### src/rtl/bound_flasher_pkg.sv
`default_nettype none
// ============================================================================
//  Package  : bound_flasher_pkg
//  Purpose  : Shared types and default sizes for the bound-flasher step
//             scheduler and its flick debouncer.
//  Contents : sched_state_t  - 2-bit scheduler state encoding
//             CNT_W_DEF      - default width of the observed LED counter
//             DIV_W_DEF      - default width of the step divisor
//             DEB_LEN_DEF    - default debounce length (stable samples)
//  Revision : 1.0  initial release
// ============================================================================
package bound_flasher_pkg;

   localparam int CNT_W_DEF   = 5;
   localparam int DIV_W_DEF   = 16;
   localparam int DEB_LEN_DEF = 4;

   // IDLE  : waiting for a start request
   // RUN   : prescaler counting, step strobes issued at the terminal count
   // PAUSE : prescaler frozen, no strobes
   // DRAIN : final step seen, done pulse follows on the way back to IDLE
   typedef enum logic [1:0] {
      S_IDLE  = 2'd0,
      S_RUN   = 2'd1,
      S_PAUSE = 2'd2,
      S_DRAIN = 2'd3
   } sched_state_t;

endpackage : bound_flasher_pkg
`default_nettype wire

### src/rtl/flick_debouncer.sv
`default_nettype none
// ============================================================================
//  Module   : flick_debouncer
//  Purpose  : Brings the raw flick button into the clk domain with a 2-flop
//             synchroniser, then debounces it. The clean output only changes
//             after DEB_LEN consecutive synchronised samples that all differ
//             from the present output; any sample equal to the output
//             restarts the count. Raw-to-clean latency is 2+DEB_LEN cycles.
//  Ports    : clk          in  1  system clock, rising edge
//             rst          in  1  asynchronous reset, active-high
//             flick_raw    in  1  raw button level, asynchronous to clk
//             flick_clean  out 1  synchronised, debounced level
//  Params   : DEB_LEN      stable samples needed to change the output (>=2)
//  Revision : 1.0  initial release
// ============================================================================
module flick_debouncer
   import bound_flasher_pkg::*;
#(
   parameter int DEB_LEN = DEB_LEN_DEF
) (
   input  logic clk,
   input  logic rst,
   input  logic flick_raw,
   output logic flick_clean
);

   localparam int            CW   = $clog2(DEB_LEN + 1);
   localparam logic [CW-1:0] LAST = CW'(DEB_LEN - 1);
   localparam logic [CW-1:0] ONE  = CW'(1);

   logic          sync_1;
   logic          sync_2;
   logic [CW-1:0] stable_cnt;

   // Two-stage synchroniser; sync_2 is the first flop safe to use as logic.
   always_ff @(posedge clk or posedge rst) begin
      if (rst) begin
         sync_1 <= 1'b0;
         sync_2 <= 1'b0;
      end else begin
         sync_1 <= flick_raw;
         sync_2 <= sync_1;
      end
   end

   // The count tracks how many samples in a row have disagreed with the
   // output. Reaching DEB_LEN flips the output and restarts from zero, so
   // the next change again needs a full run of disagreeing samples.
   always_ff @(posedge clk or posedge rst) begin
      if (rst) begin
         stable_cnt  <= '0;
         flick_clean <= 1'b0;
      end else if (sync_2 == flick_clean) begin
         stable_cnt <= '0;
      end else if (stable_cnt == LAST) begin
         stable_cnt  <= '0;
         flick_clean <= sync_2;
      end else begin
         stable_cnt <= stable_cnt + ONE;
      end
   end

endmodule : flick_debouncer
`default_nettype wire

### src/rtl/flash_step_scheduler.sv
`default_nettype none
// ============================================================================
//  Module   : flash_step_scheduler
//  Purpose  : Paces and sequences the bound-flasher controller. Debounces the
//             flick button, runs a start/ack handshake, issues one-cycle
//             step_en strobes every div_q clocks while running, and detects
//             run completion from the controller's LED counter.
//  Ports    : clk          in  1      system clock, rising edge
//             rst          in  1      asynchronous reset, active-high
//             flick_raw    in  1      raw button level, asynchronous
//             start_req    in  1      run request, held until start_ack
//             start_ack    out 1      one-cycle acknowledge of start_req
//             pause        in  1      freezes pacing while high in RUN
//             divisor      in  DIV_W  clk cycles per step, sampled at ack
//             counter      in  CNT_W  LED counter from the controller
//             flick_clean  out 1      debounced flick to the controller
//             step_en      out 1      one-cycle advance strobe
//             busy         out 1      high while a run is in progress
//             done         out 1      one-cycle completion pulse
//  Params   : CNT_W, DIV_W, DEB_LEN
//  Revision : 1.0  initial release
// ============================================================================
module flash_step_scheduler
   import bound_flasher_pkg::*;
#(
   parameter int CNT_W   = CNT_W_DEF,
   parameter int DIV_W   = DIV_W_DEF,
   parameter int DEB_LEN = DEB_LEN_DEF
) (
   input  logic             clk,
   input  logic             rst,
   input  logic             flick_raw,
   input  logic             start_req,
   output logic             start_ack,
   input  logic             pause,
   input  logic [DIV_W-1:0] divisor,
   input  logic [CNT_W-1:0] counter,
   output logic             flick_clean,
   output logic             step_en,
   output logic             busy,
   output logic             done
);

   localparam logic [DIV_W-1:0] DIV_ONE = DIV_W'(1);

   sched_state_t     state;
   sched_state_t     next_state;
   logic [DIV_W-1:0] div_q;
   logic [DIV_W-1:0] presc;
   logic             stepped;

   logic             at_terminal;
   logic             pacing;
   logic             ack_nxt;
   logic             busy_nxt;
   logic             done_nxt;

   // ------------------------------------------------------------------------
   // Flick path: runs independently of the scheduler state.
   // ------------------------------------------------------------------------
   flick_debouncer #(
      .DEB_LEN (DEB_LEN)
   ) u_flick_debouncer (
      .clk         (clk),
      .rst         (rst),
      .flick_raw   (flick_raw),
      .flick_clean (flick_clean)
   );

   // ------------------------------------------------------------------------
   // FSM: state register
   // ------------------------------------------------------------------------
   always_ff @(posedge clk or posedge rst) begin
      if (rst) begin
         state <= S_IDLE;
      end else begin
         state <= next_state;
      end
   end

   // ------------------------------------------------------------------------
   // FSM: next-state logic
   // ------------------------------------------------------------------------
   always_comb begin
      next_state = state;
      unique case (state)
         S_IDLE: begin
            if (start_req) begin
               next_state = S_RUN;
            end
         end
         S_RUN: begin
            // Pause wins: it also suppresses the strobe, so a pause on the
            // terminal count cannot coincide with a completing step.
            if (pause) begin
               next_state = S_PAUSE;
            end else if (step_en && stepped && (counter == '0)) begin
               next_state = S_DRAIN;
            end
         end
         S_PAUSE: begin
            if (!pause) begin
               next_state = S_RUN;
            end
         end
         S_DRAIN: begin
            next_state = S_IDLE;
         end
         default: begin
            next_state = S_IDLE;
         end
      endcase
   end

   // ------------------------------------------------------------------------
   // FSM: output decode
   // ------------------------------------------------------------------------
   // The cycle in which start_ack is high is the first RUN cycle. It acts as
   // an arming cycle: the prescaler holds at 0, so the first strobe lands
   // exactly div_q cycles after the acknowledge.
   always_comb begin
      at_terminal = (presc == (div_q - DIV_ONE));
      pacing      = (state == S_RUN) && !start_ack && !pause;
      step_en     = pacing && at_terminal;
      ack_nxt     = (state == S_IDLE) && start_req;
      busy_nxt    = (next_state != S_IDLE);
      done_nxt    = (state == S_DRAIN);
   end

   // ------------------------------------------------------------------------
   // Registered outputs, divisor latch, prescaler and stepped flag
   // ------------------------------------------------------------------------
   always_ff @(posedge clk or posedge rst) begin
      if (rst) begin
         start_ack <= 1'b0;
         busy      <= 1'b0;
         done      <= 1'b0;
         div_q     <= DIV_ONE;
         presc     <= '0;
         stepped   <= 1'b0;
      end else begin
         start_ack <= ack_nxt;
         busy      <= busy_nxt;
         done      <= done_nxt;
         if (ack_nxt) begin
            // A zero divisor would never reach a terminal count; treat it
            // as the fastest rate instead.
            div_q   <= (divisor == '0) ? DIV_ONE : divisor;
            presc   <= '0;
            stepped <= 1'b0;
         end else if (pacing) begin
            if (at_terminal) begin
               presc   <= '0;
               stepped <= 1'b1;
            end else begin
               presc <= presc + DIV_ONE;
            end
         end
      end
   end

endmodule : flash_step_scheduler
`default_nettype wire

### config.mk
export PLATFORM = sky130hd
export DESIGN_NAME = flash_step_scheduler
export DESIGN_NICKNAME = d
export VERILOG_FILES = /design/src/rtl/bound_flasher_pkg.sv /design/src/rtl/flick_debouncer.sv /design/src/rtl/flash_step_scheduler.sv
export SDC_FILE = /design/constraint.sdc
export NUM_CORES = 1
export LEC_CHECK = 0
export ABC_AREA = 1
export BUFFER_PORTS_ARGS = -buffer_cell sky130_fd_sc_hd__buf_2
export CAP_MARGIN = 20
export CORE_ASPECT_RATIO = 2
export CORE_MARGIN = 8
export CORE_UTILIZATION = 59
export DETAILED_ROUTE_END_ITERATION = 6
export GPL_ROUTABILITY_DRIVEN = 0
export PLACE_DENSITY = 0.85
export SLEW_MARGIN = 20
export SYNTH_ARGS = -nofsm -noshare
export SYNTH_HDL_FRONTEND = slang
export SYNTH_SLANG_ARGS = --single-unit
export TNS_END_PERCENT = 1
### constraint.sdc
create_clock -name clk -period 2.6 [get_ports clk]
set_input_delay 0 -clock clk [delete_from_list [all_inputs] [get_ports clk]]
set_output_delay 0 -clock clk [all_outputs]
set_load 0.01 [all_outputs]
==> metrics.md, run 1 <==
| Metric | Value |
|---|---|
| Status | completed |
| First-pass GRT wire length | 12800 um |
| IO buf count | 30 |
| Critical path type | reg2out |
| Top FF cell, synth | dfrtp_1 |
| EDFF count, synth | 0 |
| Initial Util | 60.2% |
| Area growth syn-to-layout | 18.8% |
| Initial antenna violation count | 0 |
| TritonCTS clock tree | built |
| Initial drt markers | 115 |
| Hold Path Class | in2reg |
| Pre-CTS setup slack | 0.439 ns |
| Clock latency on the worst-skew pair | 0.30 ns |
| Number of clock sinks | 44 |
| Static Leak | 1.62 nW |
| Vias in the first global route | 2896 |
| Post-synthesis async set-or-reset flop share | 100% |
| Commonest non-fill, non-tap cell in the layout | nand2_1 |
| Max_cap viols | 0 |
| Sequential area share after synthesis | 40.2% |
| Final worst path period share | 92.8% |
| CP startpoint kind | flip-flop |
| Pwr/cell area | 924 mW/mm2 |
| Crit. Startpoint | div_q[0]$_DFFE_PP1P_ |
| Antenna Cells | 0 |
| Final Critical Period | 2.41 ns |
| Unique cell type count in the Yosys netlist | 33 |
| Placed Area | 0.00296 mm2 |
| Final Cell Area | 0.00326 mm2 |
| Root Buffer | clkbuf_8 |
| Die W | 64.2 um |
| R2R cell count | 15 |
| Worst setup EP type | output pin |
| Reg2Reg Setup Slack | 0.38 ns |
| Tightest Pin Transition | 0.775 ns |
| Worst r2r src | div_q[0]$_DFFE_PP1P_ |
| Clock H-tree levels | 2 |
| Num CTS Buffers | 5 |
| Worst endpoint required time | 2.60 ns |
| Mapped Cells | 382 |
| Peak supply drop | 735 uV |
| Vias | 2691 |
| Fin. max-slew vios | 0 |
| Largest net degree at the start of global routing | 27 |
| Vias per Instance | 5.48 |
| Core footprint | 0.00455 mm2 |
| Final hold vios | 0 |
| Worst Skew | 0.00310 ns |
| Avg Cell Area, Syn | 7.18 um2 |
| Setup crit end | step_en |
| NumNets Final | 464 |
| Net Count, Synth | 411 |
| Post-route worst setup slack | 0.187 ns |
| Die ar. | 0.00722 mm2 |
| Worst rel slew slack | 48.0% |
| Share of cells above drive strength 1 | 15.8% |
| Post-route setup TNS | 0 ns |
| Register bit total from synthesis | 44 |
| Setup Viol. Count Final | 0 |
| Final wirelength | 7460 um |
| Post-Syn Area | 0.00274 mm2 |
| Worst reg2reg path endpoint | presc[1]$_DFFE_PP0P_ |
| CTS clk-pin slew, worst paths | 0.09 ns |
| Total power draw | 3.01 mW |
| Die height | 112 um |
| Rows | 35 |
| Clk buf depth | 2 |
| Max frequency | 414 MHz |
| Crit-path max FO | 4 |
| Num ports | 31 |
| Ys Warns | 0 |
| Post-DRT Antenna Nets | 0 |
| Worst Path Arrival | 2.41 ns |
| WL/cell | 15.2 um |
| DPL Wire Length | 5730 um |
| Drt first pass iters | 5 |
| Gr usage total | 22.2% |
| # DRC | 0 |
| GRT overflow | 0 |
| Most frequent cells in the layout | nand2_1 (127), nor2_1 (44), dfrtp_1 (43), inv_1 (33), buf_2 (30) |
## critical path: stages (launching register included)
cell and delay, ns:
dfstp_2 0.55, inv_1 0.08, ha_1 0.30, inv_1 0.04, nand2_1 0.05, nand2_1 0.06
nor2_2 0.10, nand2_1 0.06, nor2_1 0.11, nand2_1 0.08, nor2_1 0.10, nand3_1 0.13
nor2_4 0.17, nand2_2 0.08, inv_2 0.07, buf_2 0.12
## power by group
group	switching (mW)	internal [mW]
Combinational	0.933	0.477
Sequential	0.191	0.871
Clock	0.252	0.290
Total	1.38	1.64
## per-stage QoR
stage / cells / utilization (%) / hold WS, ns
2_1_floorplan: 382 / - / 0.0314
3_3_place_gp: 465 / 65.0 / 0.0672
3_5_place_dp: 465 / 65.0 / 0.0730
4_1_cts: 491 / 71.5 / 0.0424
5_1_grt: 491 / 71.6 / 0.0589
6_report: 491 / 71.6 / 0.0422
## per-layer routing
metal / GRT usage (%) / routed length (um) / vias to the layer above
li1: - / - / 1319
met4: 17.9 / 444 / 0
met5: 0 / 0 / -
met3: 3.99 / 322 / 39
met1: 22.1 / 2560 / 1225
met2: 38.6 / 4130 / 108
## worst min path at each step
stage,start,end,slack [ns],depth (start not counted)
after global placement,rst,done$_DFF_PP0_,0.07,2
after CTS,pause,presc[0]$_DFFE_PP0P_,0.04,4
final,pause,presc[0]$_DFFE_PP0P_,0.04,4
after floorplan,flick_raw,u_flick_debouncer.sync_1$_DFF_PP0_,0.03,0
after global routing,pause,presc[0]$_DFFE_PP0P_,0.06,4
after detailed placement,rst,done$_DFF_PP0_,0.07,2
## flip-flops by register name, indices dropped and copies added (netlist names)
signal                         count
presc                             16
state                              2
u_flick_debouncer.stable_cnt       3
done                               1
div_q                             16
start_ack                          1
busy                               1
u_flick_debouncer.flick_clean      1
u_flick_debouncer.sync_1           1
stepped                            1
u_flick_debouncer.sync_2           1
## cell usage after synthesis (7+ instances only)
library cell / n / share of area (%)
nand2_1: 127 / 17
o21ai_0: 10 / 1.8
xor2_1: 20 / 6.4
inv_2: 7 / 0.96
nor2_1: 45 / 6.2
inv_1: 34 / 4.7
nor2_2: 7 / 1.6
nand3_1: 26 / 4.7
nand4_1: 8 / 1.8
dfrtp_1: 43 / 39
## final cells by class
class                   instances  area [um2]
multi-input cells             292        1470
fillers                       364        1290
flip-flops and latches         44        1100
repair buffers                 50         345
inverters                      42         158
clock buffers                   5        68.8
well taps                      55        68.8
clock inverters                 3        46.3
## kinds of logic after synthesis
| kind of cell | after synthesis | share of synthesized area (%) |
|---|---|---|
| simple gates | 241 | 39.5 |
| buf+inv | 46 | 6.34 |
| flops | 44 | 40.2 |
| xor+xnor | 25 | 7.98 |
| compound gates | 23 | 4.61 |
| fa+ha+maj | 3 | 1.37 |
## repair_timing
item | 4_1_cts | 5_1_grt
buffers inserted | 0 | 0
hold buffers | 18 | 0
gates resized for setup | 0 | 1
hold endpoints to repair | 38 | 0
setup endpoints to repair | 0 | 1
(Power assumes the default switching activity.)
==> run 2: changes to the inputs <==
--- a/config.mk
+++ b/config.mk
@@ -5,15 +5,15 @@
 export SDC_FILE = /design/constraint.sdc
 export NUM_CORES = 1
 export LEC_CHECK = 0
-export ABC_AREA = 1
 export BUFFER_PORTS_ARGS = -buffer_cell sky130_fd_sc_hd__buf_2
 export CAP_MARGIN = 20
 export CORE_ASPECT_RATIO = 2
 export CORE_MARGIN = 8
-export CORE_UTILIZATION = 59
+export CORE_UTILIZATION = 58
 export DETAILED_ROUTE_END_ITERATION = 6
 export GPL_ROUTABILITY_DRIVEN = 0
 export PLACE_DENSITY = 0.85
+export REMOVE_ABC_BUFFERS = 1
 export SLEW_MARGIN = 20
 export SYNTH_ARGS = -nofsm -noshare
 export SYNTH_HDL_FRONTEND = slang
==> metrics.md, run 2 <==
| Metric | Value |
|---|---|
| TritonCTS clock tree | built |
| Worst endpoint required time | 2.60 ns |
| Vias in the first global route | 2633 |
| Final worst path period share | 112% |
| Die ar. | 0.00695 mm2 |
| Commonest non-fill, non-tap cell in the layout | dfrtp_1 |
| Max frequency | 343 MHz |
| Clock latency on the worst-skew pair | 0.30 ns |
| Hold Path End | div_q[0]$_DFFE_PP1P_ |
| Vias per Instance | 6.20 |
| Vias | 2450 |
| Simple-gate share of the synthesized area | 25.3% |
| Met1 Usage GRT | 21.1% |
| Core Util, Final | 80.1% |
| Hold path start | divisor[0] |
| Min-Delay Path Depth | 3 |
| Reg area | 0.00110 mm2 |
| Failing checks | setup timing |
| Avg Cell Area, Syn | 10.0 um2 |
| Mapped Cells | 256 |
| XOR/XNOR share of the synthesized area | 10.2% |
| NumNets Final | 369 |
| Rows | 34 |
| EDFF count, synth | 0 |
| Initial Util | 59.8% |
| Status | complete, but fails checks |
| Worst rel slew slack | 50.9% |
| Num ports | 31 |
| Most frequent cells after synthesis | dfrtp_1 (43), nor3_1 (18), nand2_1 (17) |
| Top FF cell, synth | dfrtp_1 |
| Register bit total from synthesis | 44 |
| R2R cell count | 11 |
| M2 GR Usage | 42.5% |
| Worst Skew | 0.00630 ns |
| # DRC | 0 |
| Antenna Cells | 0 |
| Worst reg2reg path endpoint | presc[12]$_DFFE_PP0P_ |
| Fin cells | 395 |
| DPL Wire Length | 5150 um |
| Total power draw | 3.05 mW |
| Num CTS Buffers | 5 |
| IO buf count | 30 |
| Synth Area in Compound Gates | 10.9% |
| Area share of the largest cell type after synthesis | 41.9% |
| Final hold vios | 0 |
| Main area contributors after synthesis | dfrtp_1 (42%), mux2_2 (6.1%), xor2_1 (5.5%), xnor2_1 (4.8%), nor3_1 (3.5%) |
| Placed Cells | 358 |
| Clk buf depth | 2 |
| Post-DRT Antenna Nets | 0 |
| Setup Viol. Count Final | 18 |
| Largest regs | div_q x16, presc x16, u_flick_debouncer.stable_cnt x3 |
| Largest family of logic cells by synthesized area | simple AND/OR/NAND/NOR gates |
| CTS clk-pin slew, worst paths | 0.07 ns |
| CP startpoint kind | flip-flop |
| Final wirelength | 7630 um |
| Peak supply drop | 653 uV |
| GRT overflow | 0 |
| Worst r2r src | div_q[3]$_DFFE_PP0P_ |
| Met3 GRT Util | 4.45% |
| Initial antenna violation count | 0 |
| Ys Warns | 0 |
| Drt first pass iters | 4 |
| Post-synthesis async set-or-reset flop share | 100% |
| Yosys top cell by area | dfrtp_1 |
| Largest net degree at the start of global routing | 26 |
| Reg2Reg Setup Slack | -0.31 ns |
| Grt peak-use layer | met2 |
| Filler Cells Inserted | 285 |
| Adder-Cell Fraction of Synth Area | 1.46% |
| Tightest Pin Transition | 0.729 ns |
| Most frequent cells in the layout | dfrtp_1 (43), buf_4 (37), buf_2 (29), dlygate4sd3_1 (21), nand2_1 (17) |
| Mux contribution to synthesized area | 6.13% |
| Number of clock sinks | 44 |
| Unique cell type count in the Yosys netlist | 52 |
| Multi-input logic area | 0.00149 mm2 |
| Share of cells above drive strength 1 | 34.0% |
| Hold Path Class | in2reg |
| Die height | 110 um |
| Clock H-tree levels | 2 |
| Worst Path Arrival | 2.92 ns |
| Most common cell in the netlist | dfrtp_1 |
| Root Buffer | clkbuf_8 |
| Die W | 63.1 um |
| First-pass GRT wire length | 12300 um |
| Critical path type | reg2out |
| Final Critical Period | 2.92 ns |
| Core footprint | 0.00430 mm2 |
| Sequential area share after synthesis | 42.9% |
| Gr usage total | 22.2% |
| Post-Syn Area | 0.00257 mm2 |
| Static Leak | 1.46 nW |
| Initial drt markers | 164 |
| Post-route worst setup slack | -0.317 ns |
| WL/cell | 19.3 um |
| Max_cap viols | 0 |
| Worst setup EP type | output pin |
| Crit-path max FO | 4 |
| Fin. max-slew vios | 0 |
| Area growth syn-to-layout | 33.8% |
| Pwr/cell area | 886 mW/mm2 |
| Unrepaired setup endpoints after global routing | yes |
## run 2: cell count changes after synthesis, moves of 9 or more
cell	delta
nor2_1	-35
mux2_2	+14
inv_1	-28
nor3_1	+13
xnor2_1	+9
nand2_1	-110
nand3_1	-17
## run 2: per-layer routing
metal | vias to the layer above | share of wire (%)
met2 | 100 | 55
met5 | - | 0
met3 | 29 | 5.1
met1 | 1207 | 35
li1 | 1114 | -
met4 | 0 | 5.3
## run 2: worst max-delay path by stage
stage | end | from | slack, ns | cells after the start
2_1_floorplan | presc[9]$_DFFE_PP0P_ | state[0]$_DFF_PP0_ | -1.05 | 5
3_3_place_gp | presc[1]$_DFFE_PP0P_ | div_q[1]$_DFFE_PP0P_ | -0.20 | 10
3_5_place_dp | presc[5]$_DFFE_PP0P_ | div_q[3]$_DFFE_PP0P_ | -0.28 | 8
4_1_cts | step_en | div_q[11]$_DFFE_PP0P_ | -0.36 | 8
5_1_grt | step_en | div_q[0]$_DFFE_PP1P_ | -0.45 | 9
6_report | step_en | div_q[3]$_DFFE_PP0P_ | -0.32 | 8
## run 2: final cells by class
class | instances | area share (%)
flip-flops and latches | 44 | 32.0
multi-input cells | 193 | 43.3
inverters | 6 | 0.655
well taps | 54 | 1.96
clock buffers | 8 | 2.62
repair buffers | 90 | 19.4
## run 2: repair_timing
| item | 4_1_cts | 5_1_grt |
|---|---|---|
| hold buffers | 21 | 0 |
| setup endpoints to repair | 19 | 19 |
| pin swaps | 7 | 13 |
| resized for setup | 10 | 13 |
| buffers inserted | 6 | 2 |
| hold endpoints to repair | 37 | 0 |
## run 2: kinds of logic after synthesis
logic type	count (synthesis)
fa+ha+maj	3
xor+xnor	30
mux	14
simple gates	109
flops	44
buf+inv	19
compound gates	37
## run 2: stage by stage
stage          setup TNS [ns]  hold WS [ns]  area, um2  setup slack (ns)
2_1_floorplan          -18.20        0.0314       2510             -1.05
3_3_place_gp            -2.75        0.0403       2970            -0.204
3_5_place_dp            -4.11        0.0443       2970            -0.280
4_1_cts                 -4.06       0.00191       3350            -0.360
5_1_grt                 -6.61       0.00155       3440            -0.453
6_report                -4.18        0.0146       3440            -0.317
## run 2: report_power, final
group	switching, mW	internal, mW	total, mW
registers	0.217	0.887	1.10
clock network	0.213	0.217	0.430
logic	0.759	0.755	1.51
total	1.19	1.86	3.05
## run 2: critical path: stages, from the launching register on
cell and delay [ns]:
dfrtp_1 0.39, or4_4 0.57, or3_4 0.41, nor4_4 0.28, nor3_4 0.10, a2111o_2 0.48, nor3_4 0.17, buf_6 0.13
buf_6 0.09
